**src/rtl/stats_pkg.sv**
```systemverilog
// Shared definitions for the statistics engine: default widths and the
// controller state encoding used by the top level.
package stats_pkg;

   localparam int DEF_DATA_W = 8;
   localparam int DEF_CNT_W  = 8;
   localparam int DEF_SUM_W  = DEF_DATA_W + DEF_CNT_W;

   typedef enum logic [1:0] {
      IDLE = 2'd0,
      DIV  = 2'd1,
      DONE = 2'd2
   } state_t;

endpackage

```
**src/rtl/restoring_divider.sv**
```systemverilog
// Multi-cycle restoring divider: one quotient bit per clock, SUM_W iterations.
// The quotient register doubles as the dividend shift register, so dividend
// bits leave at the top while quotient bits enter at the bottom.
module restoring_divider
   import stats_pkg::*;
#(
   parameter int SUM_W = DEF_SUM_W,
   parameter int CNT_W = DEF_CNT_W,
   parameter int QUO_W = SUM_W
) (
   input  logic             clk,
   input  logic             reset_n,
   input  logic             abort,
   input  logic             start,
   input  logic [SUM_W-1:0] dividend,
   input  logic [CNT_W-1:0] divisor,
   output logic             done,
   output logic [QUO_W-1:0] quotient
);

   localparam int ITER_W = $clog2(SUM_W + 1);

   logic [SUM_W-1:0]  quo_reg;
   logic [SUM_W-1:0]  quo_next;
   logic [CNT_W-1:0]  rem_reg;
   logic [CNT_W-1:0]  rem_next;
   logic [CNT_W-1:0]  div_reg;
   logic [ITER_W-1:0] iter_reg;
   logic              done_reg;
   logic [CNT_W:0]    rem_shift;
   logic [CNT_W:0]    rem_diff;
   logic              fits;

   // One restoring step: shift in the next dividend bit, trial-subtract the
   // divisor, keep the difference only when it did not borrow.
   always_comb begin
      rem_shift = {rem_reg, quo_reg[SUM_W-1]};
      rem_diff  = rem_shift - {1'b0, div_reg};
      fits      = ~rem_diff[CNT_W];
      rem_next  = fits ? rem_diff[CNT_W-1:0] : rem_shift[CNT_W-1:0];
      quo_next  = {quo_reg[SUM_W-2:0], fits};
   end

   // Iteration control: load on start, step while the counter is non-zero,
   // flag done on the last step; abort drops any division in flight.
   always_ff @(posedge clk or negedge reset_n) begin
      if (!reset_n) begin
         quo_reg  <= '0;
         rem_reg  <= '0;
         div_reg  <= '0;
         iter_reg <= '0;
         done_reg <= 1'b0;
      end else if (abort) begin
         quo_reg  <= '0;
         rem_reg  <= '0;
         div_reg  <= '0;
         iter_reg <= '0;
         done_reg <= 1'b0;
      end else begin
         done_reg <= 1'b0;
         if (start) begin
            quo_reg  <= dividend;
            rem_reg  <= '0;
            div_reg  <= divisor;
            iter_reg <= ITER_W'(SUM_W);
         end else if (iter_reg != '0) begin
            quo_reg  <= quo_next;
            rem_reg  <= rem_next;
            iter_reg <= iter_reg - ITER_W'(1);
            done_reg <= (iter_reg == ITER_W'(1));
         end
      end
   end

   assign done     = done_reg;
   assign quotient = quo_reg[QUO_W-1:0];

endmodule

```
**src/rtl/stats_unit.sv**
```systemverilog
// Streaming max/min/count/sum tracker with an on-demand floor average.
// All outputs are registered except in_ready, which gates the sample
// handshake on controller state, a pending average request and saturation.
module stats_unit
   import stats_pkg::*;
#(
   parameter int DATA_W = DEF_DATA_W,
   parameter int CNT_W  = DEF_CNT_W
) (
   input  logic                    clk,
   input  logic                    reset_n,
   input  logic                    clear,
   input  logic                    in_valid,
   input  logic [DATA_W-1:0]       in_data,
   output logic                    in_ready,
   input  logic                    avg_req,
   output logic                    busy,
   output logic                    avg_valid,
   output logic [DATA_W-1:0]       MAX_out,
   output logic [DATA_W-1:0]       MIN_out,
   output logic [CNT_W-1:0]        COUNT_out,
   output logic [DATA_W+CNT_W-1:0] SUM_out,
   output logic [DATA_W-1:0]       AVG_out
);

   localparam int SUM_W = DATA_W + CNT_W;

   state_t            state_reg;
   logic              busy_reg;
   logic              avg_valid_reg;
   logic [DATA_W-1:0] avg_reg;
   logic [DATA_W-1:0] max_reg;
   logic [DATA_W-1:0] min_reg;
   logic [CNT_W-1:0]  count_reg;
   logic [SUM_W-1:0]  sum_reg;

   logic              count_full;
   logic              accept;
   logic              div_start;
   logic              div_done;
   logic [DATA_W-1:0] div_quotient;
   logic [DATA_W-1:0] max_next;
   logic [DATA_W-1:0] min_next;

   // Handshake and divider launch decisions, all taken in IDLE only.
   always_comb begin
      count_full = (count_reg == {CNT_W{1'b1}});
      in_ready   = (state_reg == IDLE) && !avg_req && !count_full;
      accept     = in_valid && in_ready;
      div_start  = (state_reg == IDLE) && avg_req && (count_reg != '0);
   end

   // Next extrema: the first sample seeds both, later ones compare unsigned.
   always_comb begin
      max_next = max_reg;
      min_next = min_reg;
      if (count_reg == '0) begin
         max_next = in_data;
         min_next = in_data;
      end else begin
         if (in_data > max_reg) max_next = in_data;
         if (in_data < min_reg) min_next = in_data;
      end
   end

   // Statistics registers: update on an accepted sample, frozen otherwise.
   always_ff @(posedge clk or negedge reset_n) begin
      if (!reset_n) begin
         max_reg   <= '0;
         min_reg   <= '1;
         count_reg <= '0;
         sum_reg   <= '0;
      end else if (clear) begin
         max_reg   <= '0;
         min_reg   <= '1;
         count_reg <= '0;
         sum_reg   <= '0;
      end else if (accept) begin
         max_reg   <= max_next;
         min_reg   <= min_next;
         count_reg <= count_reg + CNT_W'(1);
         sum_reg   <= sum_reg + {{CNT_W{1'b0}}, in_data};
      end
   end

   // Average controller: IDLE -> DIV -> DONE -> IDLE, or IDLE -> DONE when
   // there is nothing to divide; busy and avg_valid are registered with state.
   always_ff @(posedge clk or negedge reset_n) begin
      if (!reset_n) begin
         state_reg     <= IDLE;
         busy_reg      <= 1'b0;
         avg_valid_reg <= 1'b0;
         avg_reg       <= '0;
      end else if (clear) begin
         state_reg     <= IDLE;
         busy_reg      <= 1'b0;
         avg_valid_reg <= 1'b0;
         avg_reg       <= '0;
      end else begin
         avg_valid_reg <= 1'b0;
         case (state_reg)
            IDLE: begin
               if (avg_req) begin
                  busy_reg <= 1'b1;
                  if (count_reg == '0) begin
                     avg_reg       <= '0;
                     avg_valid_reg <= 1'b1;
                     state_reg     <= DONE;
                  end else begin
                     state_reg <= DIV;
                  end
               end
            end
            DIV: begin
               if (div_done) begin
                  avg_reg       <= div_quotient;
                  avg_valid_reg <= 1'b1;
                  state_reg     <= DONE;
               end
            end
            DONE: begin
               busy_reg  <= 1'b0;
               state_reg <= IDLE;
            end
            default: begin
               busy_reg  <= 1'b0;
               state_reg <= IDLE;
            end
         endcase
      end
   end

   // The quotient never exceeds DATA_W bits since SUM <= COUNT * max sample,
   // so only the low bits are brought out of the divider.
   restoring_divider #(
      .SUM_W (SUM_W),
      .CNT_W (CNT_W),
      .QUO_W (DATA_W)
   ) u_divider (
      .clk      (clk),
      .reset_n  (reset_n),
      .abort    (clear),
      .start    (div_start),
      .dividend (sum_reg),
      .divisor  (count_reg),
      .done     (div_done),
      .quotient (div_quotient)
   );

   assign busy      = busy_reg;
   assign avg_valid = avg_valid_reg;
   assign AVG_out   = avg_reg;
   assign MAX_out   = max_reg;
   assign MIN_out   = min_reg;
   assign COUNT_out = count_reg;
   assign SUM_out   = sum_reg;

endmodule
```
**config.mk**
```make
export PLATFORM = sky130hd
export DESIGN_NAME = stats_unit
export DESIGN_NICKNAME = d
export VERILOG_FILES = /design/src/rtl/stats_pkg.sv /design/src/rtl/restoring_divider.sv /design/src/rtl/stats_unit.sv
export SDC_FILE = /design/constraint.sdc
export NUM_CORES = 1
export LEC_CHECK = 0
export ABC_AREA = 1
export ABC_CLOCK_PERIOD_IN_PS = 5400
export BUFFER_PORTS_ARGS = -buffer_cell sky130_fd_sc_hd__buf_2
export CAP_MARGIN = 0
export CORE_MARGIN = 3
export CORE_UTILIZATION = 40
export CTS_BUF_LIST = sky130_fd_sc_hd__clkbuf_4
export CTS_CLUSTER_SIZE = 30
export DETAILED_ROUTE_END_ITERATION = 7
export PLACE_DENSITY = 0.58
export RECOVER_POWER = 25
export SYNTH_ARGS = -nofsm -noshare
export SYNTH_HDL_FRONTEND = slang
export SYNTH_SLANG_ARGS = --single-unit
```
**constraint.sdc**
```tcl
create_clock -name clk -period 5.4 [get_ports clk]
set_input_delay 1.08 -clock clk [delete_from_list [all_inputs] [get_ports clk]]
set_output_delay 1.08 -clock clk [all_outputs]
set_load 0.01 [all_outputs]
```
**Word-level counts from Yosys, hierarchy flattened**

Index checks and enable logic that the tools add are counted.

- Order comparisons: 2
- Multiplexer cells: 45
- Add/subtract/negate cells: 4
- Bitwise operators: 1
- Reductions and logical operators: 22
- Eq/ne operators: 7

Operators with widths:

| cell | count |
|---|---|
| $mux 8 | 20 |
| $mux 16 | 5 |
| $add 16x8->16 | 1 |
| $pmux 8 s2 | 1 |
| $mux 5 | 3 |
| $reduce_bool 3->1 | 4 |
| $mux 1 | 9 |
| $sub 9x8->9 | 1 |
| $add 8x1->8 const B | 1 |
| $eq 8x8->1 const B | 1 |
| $gt 8x8->1 | 1 |
| $logic_not 8->1 | 1 |
| $lt 8x8->1 | 1 |
| $mux 2 | 4 |
| $reduce_and 2->1 | 4 |
| $reduce_bool 8->1 | 1 |
| $ne 3x2->1 const B | 2 |
| $eq 5x1->1 const B | 1 |
| $logic_and 1x1->1 | 5 |
| $reduce_bool 5->1 | 1 |
| $sub 5x1->5 const B | 1 |
| $pmux 1 s2 | 2 |
| $pmux 2 s2 | 1 |
| $reduce_and 4->1 | 1 |
| other kinds (7) | 9 |

- Word-level logic and storage cells: 94
- Register bits: 90
- Output and inout port bits: 51
- Input port bits: 13

**Logic depth before layout (Yosys ltp)**

Gate-level depths: netlist of run 1.

- Depth in word-level cells: 6
- Mapped depth: 14
- Gate-level depth less buffers: 14

**Cells and area by module**

A second synthesis of run 1 with hierarchy kept.

- Cell total of the unflattened synthesis: 760
- Area, all modules: 5761.8 um^2

Modules (own cells, without submodules):

| module | area each (um^2) | instances | cells each | sequential area each (um^2) |
|---|---|---|---|---|
| stats_unit | 3362.0 | 1 | 454 | 1311.3 |
| restoring_divider | 2399.8 | 1 | 306 | 950.9 |

**Worst setup path before layout of run 1**

Ideal clock, no wire load.

- Path kind: input -> register
- Start point: input port in_data[0]
- End point: register sum_reg[8], in the netlist SUM_out[8]
- Arrival time: 2.378 ns
- Cell stages on the path: 9
- Setup time: 0.117 ns
- Setup slack: 2.905 ns
- Required time: 5.283 ns
- Buffers on the path: 0
- Cell sequence: ha_1 > inv_1 > fa_1 > o21ai_0 > a21oi_1 > nor2_1 > nand2_1 > nand2_1 > nor2_1

- Longest elaborated chain between the ends: 3

Ends and longest elaborated chain:

| item | line | source |
|---|---|---|
| start, declared | stats_unit.sv:14 | `input logic [DATA_W-1:0] in_data,` |
| $add 16x8->16 | stats_unit.sv:82 | `sum_reg <= sum_reg + {{CNT_W{1'b0}}, in_data};` |
| $mux 16 | stats_unit.sv:78 | `end else if (accept) begin` |
| $mux 16 | stats_unit.sv:73 | `end else if (clear) begin` |
| end signal, assigned | stats_unit.sv:82 |  |
| end, declared | stats_unit.sv:35 | `logic [SUM_W-1:0] sum_reg;` |

No other way between the ends. The select of a mux whose other input is x is not followed.
A chain may end at the register's enable or synchronous reset.

**Worst setup path after layout of run 1**

- Start point: input port clear
- End point: register u_divider.quo_reg[4]

- Longest elaborated chain between the ends: 1
- Elaborated cells on any way between the ends: 2
- Classes of those cells: mux: 1; reduce/logical: 1

Ends and longest elaborated chain:

| item | line | source |
|---|---|---|
| start, declared | stats_unit.sv:12 | `input logic clear,` |
| $reduce_bool 3->1 (no line) or $mux 16 (tied branches) | n/a |  |
| end signal, assigned | restoring_divider.sv:62 | `quo_reg <= dividend;` |
| end signal, assigned | restoring_divider.sv:67 | `quo_reg <= quo_next;` |
| end, declared | restoring_divider.sv:23 | `logic [SUM_W-1:0] quo_reg;` |

Parallel ways exist; a longest one is shown, timed or not.

==> flow_summary.yaml, run 1 <==
cells_and_area:
  final_layout_size_suffix_gt1_frac: 0.1362
  diodes: 0
  n_fill_cell: 1399
  fin_area_um2: 6123
  area_growth_pct: 10.23
  final_nets: 861
floorplanning:
  start_util: 0.4146
  core_area_um2: 13400
  io_pins: 64
  dieArea_um2: 15340
  die_h_um: 123.9
  die_w_um: 123.9
  rows: 42
critical_path:
  required_ns: 5.78
  path_max_fanout: 31
  cp-end-kind: "flip-flop"
  cpPeakStageDelay_ns: 1.08
  crit_chain: "clkbuf_1, inv_1, clkbuf_1, nand2_4, nor2_8, inv_2, o21ai_0"
  start_kind: "input pin"
  crit_top_cell: "clkbuf_1"
  arrival_ns: 3.88
  cp_slowest_cell: "clkbuf_1"
  critPathKind: "in -> reg"
global_route:
  grt_pass1_wl_um: 23390
  grt_max_degree: 68
  grt_pass1_vias: 4514
  antenna_found_initial: 0
  grt_use_total: 0.1952
  overflow: 0
clock_tree:
  cts.reportedPaths.clkPinSlew_ns: 0.14
  cts_made_buffers: 9
  cts_sinks: 90
  ctsHoldBuffers: 0
  htree_levels: 3
  cts-root-buf: "clkbuf_4"
  insertion_delay_ns: 0.46
  post_cts_buffers: 0
  ctsResizeCount: 0
  cts_tree: "yes"
  clk_path_buf_depth: 2
logic_synthesis:
  syn_area_per_cell_um2: 7.407
  synthArstFlopShare: 1.000
  yosysMostFrequentCell: "nand2_1"
  synth.area.top_cells: "dfrtp_1, nand2_1, ha_1, inv_1, nand3_1"
  synth_nets: 801
  yosysSeqAreaShare: 0.4072
  netlist.top_cell.by_area: "dfrtp_1"
  synthTopCellsByCount: "nand2_1, inv_1, dfrtp_1"
  synthFlopType: "dfrtp_1"
  synth_cells: 750
  synth_cell_types: 37
  synth_top_area_frac: 0.3694
  synth_warnings: 0
  synth_area_um2: 5555
  synth_seq_cells: 90
  synth_edf_count: 0
power:
  ir_worst_vdd_mv: 0.1436
  leakagePower_nw: 3.264
  power.density_nw_per_um2: 364.2
  clkPwrFrac: 0.173
  switching_share: 0.4416
  internal_power_mw: 1.245
  p_seq_frac: 0.389
  combPwrFrac: 0.438
  p_sw_mw: 0.9847
route:
  drt_iter0_drc: 267
  routedWlPerCell_um: 14.29
  drc_errors: 0
  vias_per_cell: 4.851
  vias: 4807
  wl_um: 14160
  ant_nets: 0
  dr.pass1.iters: 4
sta:
  final-setup-viol-count: 0
  max_freq_mhz: 285.6
  min_period_ns: 3.501
  slew_headroom: -0.1509
  slew_violations: 68
  worst_pin_slew_ns: 1.726
  hold_violations: 0
  fin_crit_sh: 0.6484
  rsz0062_at_grt: "no"
  fin_setup_tns_ns: 0
  finalClockSkew_ns: 0.01201
place:
  place.gp.congestion: 0.8771
  dpl.hpwl_um: 10740
  dpl_cell_area_um2: 6006
  io_buffers: 63
flow_run:
  cap_viol_max_count: 1
run_status:
  violations: "max-capacitance violations, max-slew violations"
  outcome: "finished with violations"
hold_path:
  hp-class: "reg -> reg"
-- final timing paths --
kind                       cells past startpoint  slack, ns      startpoint              endpoint
setup / recovery                               7       1.90           clear  u_divider.quo_reg[4]
hold / removal                                 1       0.47  u_divider.done          state_reg[0]
setup reg to reg                               9       2.59    COUNT_out[0]            MAX_out[3]
hold reg to reg                                1       0.47  u_divider.done          state_reg[0]
max in group asynchronous                      2       2.21         reset_n            SUM_out[9]
min in group asynchronous                      1       0.86         reset_n            AVG_out[2]
-- metrics by stage --
stage                     utilization  hold slack [ns]  std cells  setup WS, ns  power, mW
final                          0.4570           0.4680        991         1.899      2.230
after global routing           0.4570           0.5046        991         1.724      2.423
after CTS                      0.4584           0.4683        991         2.522      2.246
after detailed placement       0.4482           0.4538        975         2.153      1.858
after global placement         0.4482           0.4532        975         2.237      1.829
after floorplan                     -           0.4359        750         2.905      1.599
-- cells by family (layout without fill, tap and decap cells) --
logic type,after synthesis,count (layout),synth area share
compound gates,97,97,0.1000
simple gates,391,391,0.2973
fa+ha+maj,38,38,0.08829
buf+inv,124,189,0.09144
xor+xnor,10,10,0.01577
flops,90,90,0.4072
-- layout make-up --
type                            count  area, µm²  share of cell area
Timing Repair Buffer               65      321.6             0.05251
Multi-Input combinational cell    536       2778              0.4536
Inverter                          108      405.4             0.06620
Clock buffer                        9      67.56             0.01103
Clock inverter                      7      68.82             0.01124
Tap cell                          176      220.2             0.03596
Sequential cell                    90       2262              0.3694
-- power groups by stage --
stage / registers [mW] / logic (mW) / clock network (mW)
after floorplan: 0.882 / 0.717 / 0
after detailed placement: 0.882 / 0.977 / 0
after CTS: 0.869 / 0.982 / 0.396
after global placement: 0.880 / 0.949 / 0
final: 0.868 / 0.977 / 0.385
after global routing: 0.883 / 1.12 / 0.424
-- worst max-delay path, delay by kind of cell --
kind | cells | cell delay (ns)
compound gates | 1 | 0.22
buf+inv | 4 | 1.86
simple gates | 2 | 0.70
-- metal layers --
metal / vias to the layer above / track usage / share of wire
met4: 0 / 0.03322 / 0.0073
met1: 2223 / 0.2864 / 0.51
met2: 71 / 0.3028 / 0.45
li1: 2505 / - / -
met3: 8 / 0.03951 / 0.032
met5: - / 0 / 0
-- layout by cell type, fill, tap and decap left out, types with 3 or more instances in the layout --
| cell type | n |
|---|---|
| nor2_1 | 54 |
| xor2_1 | 6 |
| o21ai_0 | 43 |
| ha_1 | 36 |
| clkbuf_4 | 9 |
| dfstp_2 | 8 |
| nor2_2 | 3 |
| nand3_1 | 63 |
| buf_2 | 61 |
| o21ai_2 | 9 |
| inv_2 | 3 |
| xnor2_1 | 4 |
| dfrtp_1 | 82 |
| inv_1 | 105 |
| nor2_4 | 3 |
| nor3_1 | 5 |
| o22ai_1 | 8 |
| nand2_1 | 249 |
| nand3b_1 | 3 |
| a21oi_1 | 29 |
| clkbuf_1 | 3 |
(Power assumes the default switching activity.)
==> inputs of run 2 (changes only) <==
--- a/config.mk
+++ b/config.mk
@@ -6,7 +6,7 @@
 export NUM_CORES = 1
 export LEC_CHECK = 0
 export ABC_AREA = 1
-export ABC_CLOCK_PERIOD_IN_PS = 5400
+export ABC_CLOCK_PERIOD_IN_PS = 3200
 export BUFFER_PORTS_ARGS = -buffer_cell sky130_fd_sc_hd__buf_2
 export CAP_MARGIN = 0
 export CORE_MARGIN = 3
@@ -14,7 +14,7 @@
 export CTS_BUF_LIST = sky130_fd_sc_hd__clkbuf_4
 export CTS_CLUSTER_SIZE = 30
 export DETAILED_ROUTE_END_ITERATION = 7
-export PLACE_DENSITY = 0.58
+export PLACE_DENSITY = 0.6
 export RECOVER_POWER = 25
 export SYNTH_ARGS = -nofsm -noshare
 export SYNTH_HDL_FRONTEND = slang
==> constraint.sdc (replaced) <==
create_clock -name clk -period 3.2 [get_ports clk]
set_input_delay 0.64 -clock clk [delete_from_list [all_inputs] [get_ports clk]]
set_output_delay 0.64 -clock clk [all_outputs]
set_load 0.01 [all_outputs]
==> run 2 against run 1 <==
Effect of this change:
- the run now ends clean
- wire length down 0.66%
- first-iteration DRC count increased by 3.7%
- cell area up 0.25%
- highest routed layer unchanged
==> flow_summary.yaml, run 2 (synthesis results as in run 1) <==
power:
  power.density_nw_per_um2: 598.3
  leakagePower_nw: 3.277
  ir_worst_vdd_mv: 0.2261
sta:
  final-setup-viol-count: 0
  slew_headroom: 0.1158
  worst_pin_slew_ns: 1.326
  slew_violations: 0
  whs_ns: 0.4225
  min_period_ns: 2.357
  fin_crit_sh: 0.7365
  rsz0062_at_grt: "no"
  fin_setup_tns_ns: 0
  hold_violations: 0
  finalClockSkew_ns: 0.02063
  max_freq_mhz: 424.3
clock_tree:
  htree_levels: 3
  post_cts_buffers: 0
  ctsHoldBuffers: 0
  clk_path_buf_depth: 2
  cts_made_buffers: 9
  cts_sinks: 90
  cts-root-buf: "clkbuf_4"
  ctsResizeCount: 0
  insertion_delay_ns: 0.48
  cts_tree: "yes"
  cts.reportedPaths.clkPinSlew_ns: 0.15
floorplanning:
  start_util: 0.4146
  die_h_um: 123.9
  rows: 42
  dieArea_um2: 15340
  io_pins: 64
  core_area_um2: 13400
  die_w_um: 123.9
run_status:
  outcome: "finished, final reports clean"
critical_path:
  critPathKind: "reg -> reg"
  r2r_slack_ns: 0.84
  required_ns: 3.59
  endpoint: "u_divider.quo_reg[7]"
  arrival_ns: 2.75
  worst_r2r_endpoint: "u_divider.quo_reg[7]"
  critPathLaunch: "COUNT_out[0]"
  cp-end-kind: "flip-flop"
  r2r_start: "COUNT_out[0]"
  path_max_fanout: 18
  reg2reg_depth: 8
  start_kind: "flip-flop"
place:
  dp.cells: 979
  io_buffers: 63
  place.gp.congestion: 0.8516
  dpl.hpwl_um: 10800
route:
  routedWlPerCell_um: 14.13
  drc_errors: 0
  drt_iter0_drc: 277
  dr.pass1.iters: 4
  vias: 4903
  wl_um: 14060
  ant_nets: 0
  vias_per_cell: 4.928
cells_and_area:
  diodes: 0
  final_common_cell: "nand2_1"
  final_nets: 865
  mostFrequentLayoutCells: "nand2_1, inv_1, dfrtp_1, nand3_1, buf_2"
  final_layout_size_suffix_gt1_frac: 0.1429
  final_cell_count_no_fill: 995
  area_growth_pct: 10.50
  finish.utilization: 0.4581
global_route:
  grt_use_total: 0.1944
  grt_max_degree: 52
  antenna_found_initial: 0
  grt_pass1_wl_um: 23380
  overflow: 0
  grt_pass1_vias: 4707
flow_run:
  cap_viol_max_count: 0
hold_path:
  hp-class: "in -> async"
[run 2: changes by cell type in the layout (fill, tap and decap cells not counted)]
cell | before | now
clkinv_1 | 1 | 2
nor2_1 | 54 | 53
inv_6 | 1 | 0
bufinv_16 | 1 | 0
buf_4 | 0 | 5
clkbuf_1 | 3 | 1
clkbuf_4 | 9 | 10
buf_2 | 61 | 62
nor2_4 | 3 | 4
[run 2: how the worst min path moves through the flow]
stage | from | end | slack, ns | cells after the start
global route | u_divider.done | state_reg[0] | 0.47 | 1
detailed placement | MIN_out[0] | MIN_out[0] | 0.46 | 2
finish | reset_n | u_divider.iter_reg[1] | 0.42 | 1
global placement | MIN_out[0] | MIN_out[0] | 0.46 | 2
CTS | reset_n | u_divider.iter_reg[1] | 0.20 | 1
floorplan | reset_n | AVG_out[0] | 0.34 | 0
[run 2: routing by layer]
layer	GRT usage	vias to the layer above	wire, µm
li1	-	2509	-
met1	0.2760	2293	6894
met2	0.3062	88	6488
met3	0.03270	13	475
met4	0.05536	0	205
met5	0	-	0
[run 2: report_power, final]
group	switching [mW]	internal, mW
combinational	1.09	0.552
clock	0.398	0.162
sequential	0.145	1.32
total	1.64	2.04
[run 2: critical path: stages (launching register included)]
cell     delay [ns]
dfrtp_1        0.46
inv_1          0.16
ha_1           0.18
nand2_1        0.11
o21ai_4        0.42
nand2_4        0.21
nor2_8         0.32
inv_2          0.21
o21ai_0        0.19
[run 2: area by class of cell]
class                      count  area (µm²)
fill                        1360        7262
clock buffer                  10       75.07
inverter                     108       405.4
tap                          176       220.2
timing repair buffer          69       356.6
clock inverter                 6       33.78
sequential                    90        2262
multi-input combinational    536        2785
[run 2: stage by stage]
stage	area [µm²]	power, mW	setup slack [ns]
2_1_floorplan	5555	2.698	1.145
5_1_grt	6138	4.000	0.6407
4_1_cts	6145	3.709	0.8197
3_5_place_dp	6036	3.140	0.8054
3_3_place_gp	6036	3.090	0.8554
6_report	6138	3.673	0.8432
==> inputs of run 3 (changes only) <==
--- a/config.mk
+++ b/config.mk
@@ -6,7 +6,7 @@
 export NUM_CORES = 1
 export LEC_CHECK = 0
 export ABC_AREA = 1
-export ABC_CLOCK_PERIOD_IN_PS = 3200
+export ABC_CLOCK_PERIOD_IN_PS = 2400
 export BUFFER_PORTS_ARGS = -buffer_cell sky130_fd_sc_hd__buf_2
 export CAP_MARGIN = 0
 export CORE_MARGIN = 3
@@ -14,7 +14,7 @@
 export CTS_BUF_LIST = sky130_fd_sc_hd__clkbuf_4
 export CTS_CLUSTER_SIZE = 30
 export DETAILED_ROUTE_END_ITERATION = 7
-export PLACE_DENSITY = 0.6
+export PLACE_DENSITY = 0.58
 export RECOVER_POWER = 25
 export SYNTH_ARGS = -nofsm -noshare
 export SYNTH_HDL_FRONTEND = slang
==> constraint.sdc (replaced) <==
create_clock -name clk -period 2.4 [get_ports clk]
set_input_delay 0.48 -clock clk [delete_from_list [all_inputs] [get_ports clk]]
set_output_delay 0.48 -clock clk [all_outputs]
set_load 0.01 [all_outputs]
==> run 3 against run 2 <==
Effect of this change:
- sequential share of layout area down 0.62 points
- final cell count up 0.80%
- non-clock buffer count up 7
- largest power group unchanged
- worst hold slack worse by 0.037 ns
- first-iteration DRC count down 7.6%
- worst setup slack worse by 0.56 ns
- die area unchanged
- critical path depth up 4
- sequential power up 33%
- clock power up 74%
- global-route usage about the same
- critical path type unchanged
- cell area up 1.7%
==> flow_summary.yaml, run 3 (synthesis results as in run 1) <==
run_status:
  outcome: "finished, final reports clean"
power:
  ir_worst_vdd_mv: 0.3768
  power.density_nw_per_um2: 824.7
  leakagePower_nw: 3.332
cells_and_area:
  area_growth_pct: 12.39
  final_common_cell: "nand2_1"
  n_fill_cell: 1392
  final_layout_size_suffix_gt1_frac: 0.1501
  final_nets: 872
  mostFrequentLayoutCells: "nand2_1, inv_1, dfrtp_1, nand3_1, buf_2"
sta:
  max_freq_mhz: 473.0
  rsz0062_at_grt: "no"
  finalClockSkew_ns: 0.01613
  fin_crit_sh: 0.8809
  slew_headroom: 0.3700
  hold_violations: 0
  slew_violations: 0
  worst_pin_slew_ns: 0.9450
  final-setup-viol-count: 0
  min_period_ns: 2.114
  fin_setup_tns_ns: 0
  whs_ns: 0.3851
floorplanning:
  core_area_um2: 13400
  die_w_um: 123.9
  die_h_um: 123.9
  start_util: 0.4146
  dieArea_um2: 15340
  io_pins: 64
  rows: 42
clock_tree:
  htree_levels: 3
  insertion_delay_ns: 0.46
  clk_path_buf_depth: 2
  cts_sinks: 90
  cts-root-buf: "clkbuf_4"
  cts.reportedPaths.clkPinSlew_ns: 0.15
  cts_tree: "yes"
  cts_made_buffers: 9
route:
  dr.pass1.iters: 5
  vias: 4909
  ant_nets: 0
  vias_per_cell: 4.894
  wl_um: 14080
  drc_errors: 0
  routedWlPerCell_um: 14.04
  drt_iter0_drc: 256
critical_path:
  start_kind: "flip-flop"
  cp_slowest_cell: "dfrtp_1"
  crit_chain: "ha_1, fa_1, inv_1, nand2_1, nand2_1, nand3_1, nand2_1, nand2_1, nand2_1, nand2_1, nand3_1, nand2_1"
  crit_top_cell: "nand2_1"
  required_ns: 2.75
  critPathKind: "reg -> reg"
  cpPeakStageDelay_ns: 0.41
  arrival_ns: 2.46
  cp-end-kind: "flip-flop"
  path_max_fanout: 9
place:
  place.gp.congestion: 0.8881
  io_buffers: 63
  dpl.hpwl_um: 10850
global_route:
  grt_pass1_vias: 4635
  grt_max_degree: 55
  overflow: 0
  grt_use_total: 0.1945
  antenna_found_initial: 1
  grt_pass1_wl_um: 23400
flow_run:
  cap_viol_max_count: 0
hold_path:
  hp-class: "in -> reg"
-- run 3: power by group --
part	switching, mW	internal [mW]	total (mW)	leakage [nW]
Clock	0.552	0.421	0.973	0.0800
Combinational	1.46	0.760	2.22	2.05
Sequential	0.189	1.76	1.95	1.20
-- run 3: per-stage QoR --
step | setup WS [ns] | util | instance area (µm²) | instances | total power [mW]
detailed placement | 0.1850 | 0.4547 | 6093 | 985 | 4.221
global route | 0.04329 | 0.4659 | 6243 | 1003 | 5.603
finish | 0.2858 | 0.4659 | 6243 | 1003 | 5.149
floorplan | 0.5049 | - | 5555 | 750 | 3.598
CTS | 0.2388 | 0.4674 | 6264 | 1002 | 5.206
global placement | 0.2281 | 0.4547 | 6093 | 985 | 4.149
-- run 3: worst paths after layout --
path | slack [ns] | start | depth (start not counted) | endpoint
min | 0.39 | clear | 2 | state_reg[1]
max | 0.29 | u_divider.div_reg[0] | 12 | u_divider.rem_reg[0]
max in group asynchronous | 0.36 | reset_n | 3 | u_divider.quo_reg[12]
max reg2reg | 0.29 | u_divider.div_reg[0] | 12 | u_divider.rem_reg[0]
min reg2reg | 0.48 | MIN_out[3] | 2 | MIN_out[3]
min in group asynchronous | 0.67 | reset_n | 2 | AVG_out[3]
-- run 3: area by class of cell --
type | instances | area [µm²] | share of cell area
multi-input cells | 536 | 2778 | 0.4449
flip-flops and latches | 90 | 2262 | 0.3623
repair buffers | 76 | 415.4 | 0.06653
inverters | 108 | 405.4 | 0.06493
well taps | 176 | 220.2 | 0.03527
clock inverters | 7 | 92.59 | 0.01483
clock buffers | 9 | 67.56 | 0.01082
diodes | 1 | 2.502 | 0.0004008
-- run 3: critical path: cells and delay by family (launching register included) --
| family | cells | cell delay (ns) |
|---|---|---|
| flip-flops | 1 | 0.41 |
| adder cells (fa/ha/maj) | 2 | 0.63 |
| buffers and inverters | 1 | 0.07 |
| AND/OR/NAND/NOR | 9 | 0.90 |
-- run 3: routing by layer --
layer	GRT usage	vias to the layer above	routed length, µm
met5	0	-	0
li1	-	2525	-
met2	0.3028	99	6317
met3	0.02498	15	522
met4	0.06851	0	218
met1	0.2787	2270	7019
-- run 3: what timing repair did --
item | in CTS | in global routing
endpoints found under the hold margin | 36 | 0
resized for setup | 0 | 0
hold buffers | 1 | 0
buffers inserted | 0 | 0
